===== src/rtl/next_pc_unit.sv =====
// next_pc_unit: next fetch address select, hazard hold, and loop halt.
// Ports: clk, reset (sync, active-low), pc, jump/jump_target,
//   branch_taken/branch_target, hazard_stall, resume in;
//   next_pc, pc_stall (combinational), flush, halted (registered) out.
module next_pc_unit #(
    parameter int PC_STEP        = 1,
    parameter int LOOP_THRESHOLD = 2
) (
    input  logic        clk,
    input  logic        reset,
    input  logic [15:0] pc,
    input  logic        jump,
    input  logic [15:0] jump_target,
    input  logic        branch_taken,
    input  logic [15:0] branch_target,
    input  logic        hazard_stall,
    input  logic        resume,
    output logic [15:0] next_pc,
    output logic        pc_stall,
    output logic        flush,
    output logic        halted
);

    typedef enum logic {
        RUN  = 1'b0,
        HALT = 1'b1
    } state_t;

    state_t      state;
    state_t      state_nx;
    logic [3:0]  cnt;
    logic [3:0]  cnt_nx;
    logic [3:0]  cnt_inc;
    logic [15:0] pc_inc;
    logic [15:0] target;
    logic        accept;
    logic        self_tgt;
    logic        resume_ok;

    assign pc_inc   = pc + 16'(PC_STEP);
    assign target   = jump ? jump_target : branch_target;
    assign self_tgt = (target == pc);
    assign cnt_inc  = (cnt == 4'hF) ? 4'hF : cnt + 4'd1;

    assign accept = reset && (state == RUN) && !hazard_stall
                  && (jump || branch_taken);

    assign resume_ok = reset && (state == HALT)
                     && resume && !hazard_stall;

    assign halted = (state == HALT);

    always_comb begin
        next_pc  = pc;
        pc_stall = 1'b0;
        if (!reset) begin
            next_pc = 16'h0000;
        end else begin
            unique case (state)
                RUN: begin
                    if (hazard_stall) begin
                        pc_stall = 1'b1;
                    end else if (jump) begin
                        next_pc = jump_target;
                    end else if (branch_taken) begin
                        next_pc = branch_target;
                    end else begin
                        next_pc = pc_inc;
                    end
                end
                HALT: begin
                    if (resume_ok) begin
                        next_pc = pc_inc;
                    end else begin
                        pc_stall = 1'b1;
                    end
                end
                default: begin
                    next_pc = pc;
                end
            endcase
        end
    end

    // Counter tracks consecutive redirects that land on themselves.
    always_comb begin
        state_nx = state;
        cnt_nx   = cnt;
        if (accept) begin
            cnt_nx = self_tgt ? cnt_inc : 4'd0;
            if (self_tgt && cnt_inc == 4'(LOOP_THRESHOLD)) begin
                state_nx = HALT;
            end
        end else if (resume_ok) begin
            cnt_nx   = 4'd0;
            state_nx = RUN;
        end
    end

    always_ff @(posedge clk) begin
        if (!reset) begin
            state <= RUN;
            cnt   <= 4'd0;
            flush <= 1'b0;
        end else begin
            state <= state_nx;
            cnt   <= cnt_nx;
            flush <= accept;
        end
    end

endmodule


===== config.mk =====
export PLATFORM = sky130hd
export DESIGN_NAME = next_pc_unit
export DESIGN_NICKNAME = d
export VERILOG_FILES = /design/src/rtl/next_pc_unit.sv
export SDC_FILE = /design/constraint.sdc
export NUM_CORES = 1
export LEC_CHECK = 0
export BUFFER_PORTS_ARGS = -buffer_cell sky130_fd_sc_hd__buf_2
export CORE_MARGIN = 2
export CORE_UTILIZATION = 50
export CTS_BUF_LIST = sky130_fd_sc_hd__clkbuf_16
export DETAILED_ROUTE_END_ITERATION = 6
export PLACE_DENSITY = 0.82
export REMOVE_ABC_BUFFERS = 1
export SLEW_MARGIN = 20
export SYNTH_ARGS = -nofsm -noshare
export SYNTH_HDL_FRONTEND = slang
export SYNTH_SLANG_ARGS = --single-unit

===== constraint.sdc =====
create_clock -name clk -period 1.9 [get_ports clk]
set_input_delay 0.095 -clock clk [delete_from_list [all_inputs] [get_ports clk]]
set_output_delay 0.095 -clock clk [all_outputs]
set_load 0.03 [all_outputs]

==> Implementation_results.wiki <==
{| class="wikitable"
! Metric !! Value
|-
| Final RePlAce weighted congestion || between 0.8 and 0.9
|-
| Number of library cell types mapped by synthesis || between 40 and 50
|-
| Yosys top cell by area || sky130_fd_sc_hd__xnor2_1
|-
| Final setup fails || 0
|-
| Largest net degree at the start of global routing || 17
|-
| Switch Pwr || ~0.37 mW
|-
| Total power after layout || around 0.99 mW
|-
| EDFF count, synth || 0
|-
| Initial DRC Count || roughly 170
|-
| Number of max-capacitance violations reported || 0
|-
| Hold Buf Count CTS || 0
|-
| Crit start category || input port
|-
| Share of total power in combinational logic || 52.9%
|-
| Buffer count from post-CTS setup fixing || 0
|-
| Global route overflow || 0
|-
| Global Route Usage Sum || 30.0%
|-
| Count of final hold-check violations || 0
|-
| Die Footprint || approximately 4300 um2
|-
| Commonest cells post-synth || sky130_fd_sc_hd__a21oi_1, sky130_fd_sc_hd__nor2_1, sky130_fd_sc_hd__xnor2_1
|-
| Horiz. Die Dim || roughly 65 um
|-
| Fraction of final layout cells with drive strength greater than 1 || 30.8%
|-
| Status || finished, final reports clean
|-
| Setup Skew || roughly 0.0018 ns
|-
| Final net count || 428
|-
| Internal cell power || 0.613 mW
|-
| Seq pwr share || 13.0%
|-
| Arrival time of the worst setup path || approximately 1.7 ns
|-
| Sw Ratio || around 38%
|-
| Buffer depth of the longest clock path || 2
|-
| Post-synthesis cell count || around 290
|-
| Port-buffer cells || 72
|-
| Final critical delay including setup and external delays || 1.82 ns
|-
| Antenna fix cells || 0
|-
| Slew of the pin with the lowest slew margin || around 0.4 ns
|-
| Number of sinks handled by clock tree synthesis || 6
|-
| Count of yosys warnings during synthesis || 0
|-
| DP HPWL || approximately 5.0 mm
|-
| Overall routed net length || roughly 6.3 mm
|-
| Core outline area || 3630 um2
|-
| Clock root buffer || sky130_fd_sc_hd__clkbuf_16
|-
| F_max || between 0.5 and 0.6 GHz
|-
| Peak supply drop || between 150 and 200 uV
|-
| Clock-pin slew of the registers on the worst-case setup and hold paths || 0.03 ns
|-
| Maximum net fanout on the critical path || 7
|-
| Top area cells in the synthesized netlist || sky130_fd_sc_hd__xnor2_1, sky130_fd_sc_hd__mux2i_1, sky130_fd_sc_hd__a21oi_1
|-
| Slew margin rel. || 72.4%
|-
| # IOs || 73
|-
| RSZ-0062 raised after global routing || yes
|-
| Starting Density || about 52%
|-
| Overall die height || ~65 um
|-
| Core occupancy in the finished layout || between 60% and 70%
|-
| DR vias/cell || between 5 and 6
|-
| Post-Synthesis Cell Area || ~1900 um2
|-
| Post-synthesis area per instance || about 6.4 um2
|-
| Worst hold-check path type || in2reg
|-
| Required time of the critical path || 1.80 ns
|-
| Number of max-slew violations in the final report || 0
|-
| Leak || between 1 and 1.5 nW
|-
| Maximum level of the CTS H-tree || 1
|-
| Number of global-route vias before repair || ~2200
|-
| Clk network pwr share || approximately a third
|-
| Total clock buffers created by CTS || 3
|-
| DRT antenna net count || 0
|-
| Initial antenna violation count || 0
|-
| Fraction of registers with async set/reset || 0%
|-
| Primary FF master, synth || sky130_fd_sc_hd__dfxtp_1
|-
| TritonCTS clock tree || built
|-
| Worst-skew pair later-pin latency || around 0.23 ns
|-
| First-pass GRT wire length || between 10 and 15 mm
|-
| Type of destination of the critical path || output port
|-
| Most frequently used cell type in the post-synthesis netlist || sky130_fd_sc_hd__a21oi_1
|-
| Setup CP Type || in2out
|-
| Core Rows || 22
|-
| Synth top area share || between 10% and 20%
|-
| Synth-to-Final Area Change || 32.6%
|-
| Sequential share of the synthesized area || under 10%
|-
| Post-DR wirelength/cell || 15.2 um
|-
| Cell area power density || about 400 nW/um2
|-
| Detailed Routing Iterations Pass 1 || 6
|-
| Post-route DRC violation count || 0
|-
| Portion of the clock cycle consumed by the worst path in the final layout || 96.1%
|-
| Total via count after detailed routing || about 2500
|-
| Seq cells post-synth || 6
|}
==> path summary, 6_finish.rpt <==
check | startpoint | endpoint | slack, ns | cells after the start
worst max-delay path | pc[9] | next_pc[15] | 0.08 | 9
worst max register to register | halted$_SDFFE_PN0P_ | halted$_SDFFE_PN0P_ | 0.23 | 6
worst min-delay path | reset | cnt[0]$_SDFFE_PN0P_ | 0.24 | 3
worst min register to register | cnt[0]$_SDFFE_PN0P_ | cnt[0]$_SDFFE_PN0P_ | 0.51 | 2
==> final cells by class <==
cell class                 count  area (um2)
sequential                     6         121
timing repair buffer          98         581
multi-input combinational    247        1600
inverter                      16        60.1
tap                           48        60.1
fill                         342        1140
clock buffer                   3        75.1
==> layer usage <==
metal / up-vias / wire (um) / global-route usage [%]
li1: 1211 / - / -
met1: 1148 / 2790 / 41.1
met2: 105 / 3080 / 51.9
met3: 4 / 447 / 2.57
met4: 0 / 27 / 5.21
met5: - / 0 / 0
==> sequential cells by signal, indices dropped and copies added, names as in the netlist <==
| signal | cells |
|---|---|
| halted | 1 |
| cnt | 4 |
| flush | 1 |
==> cell usage in the layout (no fill, tap or decap), types with 8 or more instances in the layout <==
master	count
sky130_fd_sc_hd__nor2_1	25
sky130_fd_sc_hd__buf_4	24
sky130_fd_sc_hd__mux2i_1	18
sky130_fd_sc_hd__nor3_1	8
sky130_fd_sc_hd__nand3_1	17
sky130_fd_sc_hd__buf_2	72
sky130_fd_sc_hd__inv_1	16
sky130_fd_sc_hd__o21ai_0	18
sky130_fd_sc_hd__xnor2_1	26
sky130_fd_sc_hd__a21oi_1	30
sky130_fd_sc_hd__nand2_1	25
==> worst max-delay path, cell delays in order <==
cell and delay, ns:
sky130_fd_sc_hd__buf_2 0.16, sky130_fd_sc_hd__nand4_1 0.19, sky130_fd_sc_hd__nor4_2 0.42, sky130_fd_sc_hd__buf_4 0.20, sky130_fd_sc_hd__nand3_1 0.09, sky130_fd_sc_hd__xnor2_1 0.14, sky130_fd_sc_hd__nand2_1 0.07, sky130_fd_sc_hd__o22ai_1 0.14
sky130_fd_sc_hd__buf_2 0.22
==> stage by stage <==
step                      setup WS (ns)  cells  hold WS (ns)  TNS, ns  instance area (um2)
after floorplan                  -0.340    269         0.264   -0.897                 1760
after global placement           0.0799    415         0.452        0                 2400
after detailed placement         0.0575    415         0.475        0                 2400
after CTS                        0.0410    418         0.240        0                 2480
after global routing            -0.0102    418         0.273  -0.0102                 2490
final                            0.0750    418         0.244        0                 2490
==> repair_timing <==
action | 4_1_cts | 5_1_grt
gates resized for setup | 1 | 5
endpoints found under the setup margin | 1 | 13
endpoints found under the hold margin | 0 | 0
pin swaps | 0 | 0
==> power by group through the flow <==
stage | Sequential, mW | Clock (mW) | Combinational, mW
3_5_place_dp | 0.130 | 0 | 0.510
6_report | 0.128 | 0.336 | 0.521
3_3_place_gp | 0.130 | 0 | 0.504
2_1_floorplan | 0.132 | 0 | 0.270
4_1_cts | 0.128 | 0.341 | 0.513
5_1_grt | 0.128 | 0.351 | 0.561
==> kinds of logic after synthesis <==
group / Yosys count / share of synthesized area [%]
multiplexers: 19 / 10.2
buffers and inverters: 41 / 9.65
adder cells (fa/ha/maj): 2 / 1.33
flip-flops: 6 / 6.39
XOR/XNOR: 33 / 15.4
AO/OA/AOI/OAI: 86 / 28.9
AND/OR/NAND/NOR: 107 / 28.2
Note: power is estimated with default switching activity, not from simulation.
